`config.mk`:
```
export PLATFORM = sky130hd
export DESIGN_NAME = uart_tx_buffered
export DESIGN_NICKNAME = d
export VERILOG_FILES = /design/src/rtl/uart_tx_buffered.sv
export SDC_FILE = /design/constraint.sdc
export NUM_CORES = 1
export LEC_CHECK = 0
export ABC_AREA = 1
export CAP_MARGIN = 40
export CORE_ASPECT_RATIO = 2
export CORE_MARGIN = 5
export CORE_UTILIZATION = 35
export CTS_CLUSTER_SIZE = 8
export DETAILED_ROUTE_END_ITERATION = 7
export PLACE_DENSITY = 0.57
export SETUP_SLACK_MARGIN = 0.15
export SYNTH_ARGS = -nofsm -noshare
export SYNTH_HDL_FRONTEND = slang
export SYNTH_SLANG_ARGS = --single-unit
```
`constraint.sdc`:
```
create_clock -name i_Clock -period 3.3 [get_ports i_Clock]
set_input_delay 0.33 -clock i_Clock [delete_from_list [all_inputs] [get_ports i_Clock]]
set_output_delay 0.33 -clock i_Clock [all_outputs]
set_load 0.02 [all_outputs]
```
`src/rtl/uart_tx_buffered.sv`:
```
// FIFO-buffered 8N1 UART transmitter: bytes written into the FIFO are serialised
// LSB first, back-to-back with no idle gap between queued frames.
module uart_tx_buffered #(
  parameter int unsigned CLOCK_FREQUENCY = 100000000,
  parameter int unsigned BAUD_RATE       = 115200,
  parameter int unsigned FIFO_DEPTH      = 16
) (
  input  logic                                i_Clock,
  input  logic                                i_Reset_n,
  input  logic                                i_Write,
  input  logic [7:0]                          i_Data,
  output logic                                o_Full,
  output logic                                o_Empty,
  output logic [$clog2(FIFO_DEPTH+1)-1:0]     o_Count,
  output logic                                o_Overflow,
  input  logic                                i_Clear_Overflow,
  output logic                                o_TX,
  output logic                                o_Busy_TX
);

  localparam int unsigned DIVIDER = CLOCK_FREQUENCY / BAUD_RATE;
  localparam int unsigned BW      = $clog2(DIVIDER);
  localparam int unsigned PW      = $clog2(FIFO_DEPTH);
  localparam int unsigned CW      = $clog2(FIFO_DEPTH + 1);
  localparam logic [BW-1:0] BAUD_RELOAD = BW'(DIVIDER - 1);
  localparam logic [CW-1:0] DEPTH_C     = CW'(FIFO_DEPTH);

  typedef enum logic [1:0] {IDLE, START, DATA, STOP} state_t;

  state_t        state, state_next;
  logic [BW-1:0] baud, baud_next;
  logic [2:0]    bit_idx, bit_next;
  logic [7:0]    shift, shift_next;
  logic          tx_next;
  logic          pop;
  logic          wr_ok;
  logic          busy_next;
  logic [CW-1:0] count_next;

  logic [7:0]    mem [FIFO_DEPTH];
  logic [PW-1:0] wr_ptr, rd_ptr;

  // A write while full is dropped even if the engine pops in the same cycle.
  assign wr_ok = i_Write & ~o_Full;

  always_ff @(posedge i_Clock) begin
    if (wr_ok) mem[wr_ptr] <= i_Data;
  end

  always_comb begin
    count_next = o_Count;
    case ({wr_ok, pop})
      2'b10:   count_next = o_Count + 1'b1;
      2'b01:   count_next = o_Count - 1'b1;
      default: count_next = o_Count;
    endcase
  end

  always_comb begin
    state_next = state;
    baud_next  = baud;
    bit_next   = bit_idx;
    shift_next = shift;
    tx_next    = o_TX;
    pop        = 1'b0;
    unique case (state)
      IDLE: begin
        tx_next = 1'b1;
        if (!o_Empty) begin
          pop        = 1'b1;
          shift_next = mem[rd_ptr];
          tx_next    = 1'b0;
          bit_next   = '0;
          baud_next  = BAUD_RELOAD;
          state_next = START;
        end
      end
      START: begin
        if (baud == '0) begin
          tx_next    = shift[0];
          shift_next = {1'b0, shift[7:1]};
          bit_next   = '0;
          baud_next  = BAUD_RELOAD;
          state_next = DATA;
        end else begin
          baud_next = baud - 1'b1;
        end
      end
      DATA: begin
        if (baud == '0) begin
          baud_next = BAUD_RELOAD;
          if (bit_idx == 3'd7) begin
            tx_next    = 1'b1;
            state_next = STOP;
          end else begin
            tx_next    = shift[0];
            shift_next = {1'b0, shift[7:1]};
            bit_next   = bit_idx + 1'b1;
          end
        end else begin
          baud_next = baud - 1'b1;
        end
      end
      STOP: begin
        if (baud == '0) begin
          // Popping straight into the next start bit keeps queued frames contiguous.
          if (!o_Empty) begin
            pop        = 1'b1;
            shift_next = mem[rd_ptr];
            tx_next    = 1'b0;
            bit_next   = '0;
            baud_next  = BAUD_RELOAD;
            state_next = START;
          end else begin
            state_next = IDLE;
          end
        end else begin
          baud_next = baud - 1'b1;
        end
      end
      default: state_next = IDLE;
    endcase
  end

  assign busy_next = (state_next != IDLE) || (count_next != '0);

  always_ff @(posedge i_Clock or negedge i_Reset_n) begin
    if (!i_Reset_n) state <= IDLE;
    else            state <= state_next;
  end

  always_ff @(posedge i_Clock or negedge i_Reset_n) begin
    if (!i_Reset_n) begin
      baud       <= '0;
      bit_idx    <= '0;
      shift      <= '0;
      o_TX       <= 1'b1;
      wr_ptr     <= '0;
      rd_ptr     <= '0;
      o_Count    <= '0;
      o_Full     <= 1'b0;
      o_Empty    <= 1'b1;
      o_Overflow <= 1'b0;
      o_Busy_TX  <= 1'b0;
    end else begin
      baud      <= baud_next;
      bit_idx   <= bit_next;
      shift     <= shift_next;
      o_TX      <= tx_next;
      if (wr_ok) wr_ptr <= wr_ptr + 1'b1;
      if (pop)   rd_ptr <= rd_ptr + 1'b1;
      o_Count   <= count_next;
      o_Full    <= (count_next == DEPTH_C);
      o_Empty   <= (count_next == '0);
      o_Busy_TX <= busy_next;
      if (i_Write && o_Full)  o_Overflow <= 1'b1;
      else if (i_Clear_Overflow) o_Overflow <= 1'b0;
    end
  end

endmodule

```
Word level (Yosys, flattened, before mapping)
Memory sizes are Yosys's and may differ from the RTL's.
Index checks and enable logic that the tools add are counted.
{ "totals": {"mem_bits_rw": 128, "memories": 1, "regBits": 41, "elab_cells": 82, "output_inout_bits": 10} }
{ "op_classes": {"n_eq_ne": 12, "bitwise_logic": 2, "n_reduce_logical": 11, "add_sub_neg": 6, "muxes": 38} }
{ "mem_list": {"columns": ["memory", "words", "word_bits", "read_ports", "rd_ports_with_merged_regs", "write_ports", "line", "text"], "rows": [
  ["mem", 16, 8, 1, 0, 1, "40", "logic [7:0] mem [FIFO_DEPTH];"]
]} }
{ "op_table": {"columns": ["cell", "n"], "rows": [
  ["$mux W8", 5],
  ["$pmux W8 S4", 1],
  ["$mux W10", 3],
  ["$pmux W10 S3", 1],
  ["$mux W3", 5],
  ["$mux W1", 13],
  ["$pmux W3 S4", 1],
  ["$logic_not A10 Y1", 1],
  ["$mux W2", 5],
  ["$ne A2 B2 Y1 const B", 5],
  ["$pmux W5 S2", 1],
  ["$sub A10 B1 Y10 const B", 1],
  ["$add A4 B1 Y4 const B", 2],
  ["$pmux W2 S4", 1],
  ["$reduce_and A4 Y1", 2],
  ["$eq A2 B2 Y1 const B", 3],
  ["$add A5 B1 Y5 const B", 1],
  ["$eq A5 B5 Y1 const B", 1],
  ["$logic_not A5 Y1", 1],
  ["$reduce_bool A5 Y1", 1],
  ["$sub A5 B1 Y5 const B", 1],
  ["$eq A2 B1 Y1 const B", 2],
  ["$pmux W1 S4", 1],
  ["$reduce_bool A2 Y1", 2],
  ["other kinds (9)", 9]
]} }

Longest topological paths before layout
{ "logic_depth": {"word_depth": 7, "mapped_depth": 19} }

Worst setup path after synthesis
Ideal clock, no wire load.
{ "synth_path": {"path_kind": "reg2reg", "start": "register state[0]", "end": "register o_Busy_TX", "setup_time_ps": 133, "period_less_slack_ps": 2494, "arrival_time_ps": 2361, "path_stages_with_launch": 12, "path_slack_ps": 806, "path_buffers": 0, "cell_sequence": "dfrtp_1 -> inv_1 -> ha_1 -> nor2_1 -> nand2_1 -> inv_1 -> ha_1 -> inv_1 -> o21ai_0 -> or2_2 -> nor2_2 -> nand4_1"} }
{ "synth_via": {"elab_chain_cells": 6} }
{ "synth_lines": {"columns": ["element", "line", "text"], "rows": [
  ["start, declared", "30", "state_t state, state_next;"],
  ["start signal, assigned", "129", "else state <= state_next;"],
  ["$eq A2 B2 Y1 / $logic_not A2 Y1 (equally long branches)", "66", "unique case (state)"],
  ["$pmux W1 S2 (*)", "66", null],
  ["$eq A2 B1 Y1 / $eq A2 B2 Y1 (equally long branches)", "52", "case ({wr_ok, pop})"],
  ["$pmux W5 S2 (*)", "52", null],
  ["net count_next[1]", "38", "logic [CW-1:0] count_next;"],
  ["$reduce_bool A5 Y1 (*)", "125", "assign busy_next = (state_next != IDLE) || (count_next != '0);"],
  ["$logic_or A1 B1 Y1 (*)", "125", null],
  ["net busy_next", "37", "logic busy_next;"],
  ["end signal, assigned", "155", "o_Busy_TX <= busy_next;"],
  ["end, declared", "18", "output logic o_Busy_TX"]
]} }
Mark *: on every way through the listed nets, which the timed path passes. The rest lies on a longest branch.
A chain may end at the register's enable or synchronous reset.

Worst setup path in the final report
Ends and elaborated chain as after synthesis.

==> impl_results.md <==
* Status: complete, but fails checks
* Failing checks: design-rule violations
* Endpoints failing setup at 0
* DP Wirelength at 12,400 um
* Ant. Diodes at 0
* Total I/O pin count at 22
* Tmin final at around 2.9 ns
* Pleak at 3.23 nW
* CTS hold repair buffers at 1
* Placed Cells at 943
* DRT iter0 DRCs at 347
* First drt pass iteration count at 6
* Yosys Warn Count at 0
* Port bufs at 21
* Maximum clock path buffer count at 2
* Die footprint at 24,400 um2
* Largest net degree at the start of global routing at between 60 and 70
* Ranking of synthesized cells by area: edfxtp_1 52%, dfrtp_1 13%, o21ai_0 6.0%
* Antenna-violating nets left at 0
* Synth Register Bits at 169
* Async S/R FF share, synth at 0.243
* RSZ-0062 raised after global routing: no
* Die H at roughly 220 um
* Clk Latency, worst-skew pair at roughly 0.44 ns
* WP data arrival at around 3.2 ns
* Htree depth at 4
* Vias in the first global route at 5,342
* Seq/Total Area, Yosys at 0.657
* Clock transition at path regs at roughly 0.07 ns
* DR WL/cell at 18.1 um
* Detailed-route DRC error count at 1
* Total power at 7.87 mW
* Setup TNS at 0 ns
* Max-Slew Margin vs Limit at 0.559
* Startpoint Class: flip-flop
* Hold slack final at 0.289 ns
* Inserted Clock Buffers at 17
* EDFF count, synth at 128
* Wire length of the first global-routing pass at about 28,000 um
* Layout cells sized above 1 at 0.127
* Power per standard cell area at roughly 910 nW/um2
* Post-synth cell types at 38
* Leading area contributor after synthesis: edfxtp_1
* Fin. max-slew vios at 0
* Initial Util at 0.354
* Cell area after synthesis at 7410 um2
* Setup bufs post-CTS at 0
* Critical Path Fanout Max at 6
* # resized after CTS at 0
* Routed Wire Length at 17,700 um
* Synth top area share at 0.518
* Sink Count at 169
* Gr usage total at 0.152
* CTS tree: built
* Non-filler cells, final at slightly below 1,000
* Number of max-cap violations at 0
* Hold Vio Cnt, Final at 0
* Core Region at roughly 21,000 um2
* Layout Area Growth over Synthesis at 17.0%
* Number of fill cells at 1,925
* Clk_skew at 0.00878 ns
* Vias at roughly 5,000
* Cell Rows at 75
* Die width at 113 um
* Cells after Synth at approximately 650
* Syn_nets at 682
* GRT overflow at 0
* Final Util at 0.414
* Mean Syn Cell Area at 11.3 um2
* Min-delay worst type: in2async
* Critical Path End Type: flip-flop
* Crit path required time at 3.60 ns
* Critical path class: reg2reg
* Initial antenna violation count at 0
* Tcrit/Tclk final at 0.886
* Worst slew pin tran at 0.661 ns
* Root buf cell: clkbuf_16
* Max Fclk at 342 MHz
* Max VDD drop at 0.428 mV
* Post-synth top flop: edfxtp_1
* GPL Wtd Cong at 0.867
* Vias per cell at ~5.1
* Nets at 722
## registers in the layout, indices dropped and copies added, names as in the netlist
name	flops
baud	10
bit_idx	3
mem	128
o_Busy_TX	1
o_Count	5
o_Empty	1
o_Full	1
o_Overflow	1
o_TX	1
rd_ptr	4
shift	8
state	2
wr_ptr	4
## area by class of cell
type	instances	area, um2	area share
sequential	169	4870	0.562
multi-input combinational	406	2240	0.258
clock buffer	17	425	0.0491
timing repair buffer	46	408	0.0470
tap	269	337	0.0388
inverter	54	203	0.0234
clock inverter	15	189	0.0218
## layer usage
layer / wire length (um) / vias up / GRT usage / part of all wire
met5: 0 / - / 0 / 0
met4: 498 / 0 / 0.0646 / 0.028
met3: 498 / 32 / 0.0331 / 0.028
met2: 10600 / 98 / 0.307 / 0.60
met1: 6060 / 2469 / 0.141 / 0.34
li1: - / 2417 / - / -
## cells by family (layout without fill, tap and decap cells)
group           after synthesis  after routing  synth area share
fa+ha+maj                    16             16            0.0270
simple gates                216            216             0.129
buf+inv                      79            132            0.0412
flops                       169            169             0.657
compound gates              162            162             0.132
xor+xnor                     12             12            0.0142
## layout by cell type (no fill, tap or decap), types with 3 or more instances in the layout
master | synthesis | final
o211ai_1 | 16 | 16
o21ai_1 | 4 | 4
inv_2 | 6 | 6
edfxtp_1 | 128 | 128
o22ai_1 | 15 | 15
clkdlybuf4s50_1 | 0 | 20
nand3_2 | 5 | 5
buf_4 | 0 | 23
nor2_1 | 102 | 102
dfrtp_1 | 39 | 38
inv_6 | 0 | 6
nand2_2 | 6 | 6
inv_1 | 46 | 46
o21ai_0 | 89 | 89
nor2_2 | 5 | 5
nand3_1 | 22 | 22
a21oi_1 | 8 | 8
bufinv_16 | 0 | 3
clkbuf_16 | 0 | 17
ha_1 | 16 | 16
clkinv_4 | 0 | 3
xor2_1 | 10 | 10
nand4_1 | 8 | 8
nand2_1 | 61 | 61
o221ai_1 | 20 | 20
## critical path, cell delays in order (launching register included)
cell,delay [ns]
dfrtp_1,0.44
inv_1,0.09
ha_1,0.36
nor2_1,0.41
nand2_1,0.16
inv_1,0.16
ha_1,0.30
inv_1,0.19
o21ai_0,0.13
or2_2,0.30
nor2_2,0.15
nand4_1,0.11
## final timing paths
path,start,endpoint,slack [ns],cells after the start
setup / recovery,state[0],o_Busy_TX,0.38,11
hold / removal,i_Reset_n,o_Overflow,0.29,2
hold reg to reg,o_TX,o_TX,0.49,2
min in group i_Clock,i_Clear_Overflow,o_Overflow,0.47,2
max in group asynchronous,i_Reset_n,o_TX,2.49,3
setup reg to reg,state[0],o_Busy_TX,0.38,11
## synth_stat cells, types with 10 or more instances
cell type and instances:
nor2_1 102, nand2_1 61, o211ai_1 16, o22ai_1 15, inv_1 46, clkbuf_1 15
dfrtp_1 39, nand3_1 22, xor2_1 10, ha_1 16, o21ai_0 89, o221ai_1 20
edfxtp_1 128
## power by group
| part | leakage, nW | total, mW | switching (mW) | internal (mW) |
|---|---|---|---|---|
| registers | 1.66 | 2.91 | 0.224 | 2.68 |
| clock network | 0.296 | 2.08 | 0.870 | 1.21 |
| logic | 1.28 | 2.89 | 1.95 | 0.944 |
| total | 3.23 | 7.87 | 3.04 | 4.83 |
## per-stage QoR
stage	area [um2]	setup slack (ns)
2_1_floorplan	7410	0.806
3_3_place_gp	8030	0.569
3_5_place_dp	8050	0.384
4_1_cts	8670	0.369
5_1_grt	8670	0.172
6_report	8670	0.377
No activity file was read; power rests on OpenSTA's default activity.
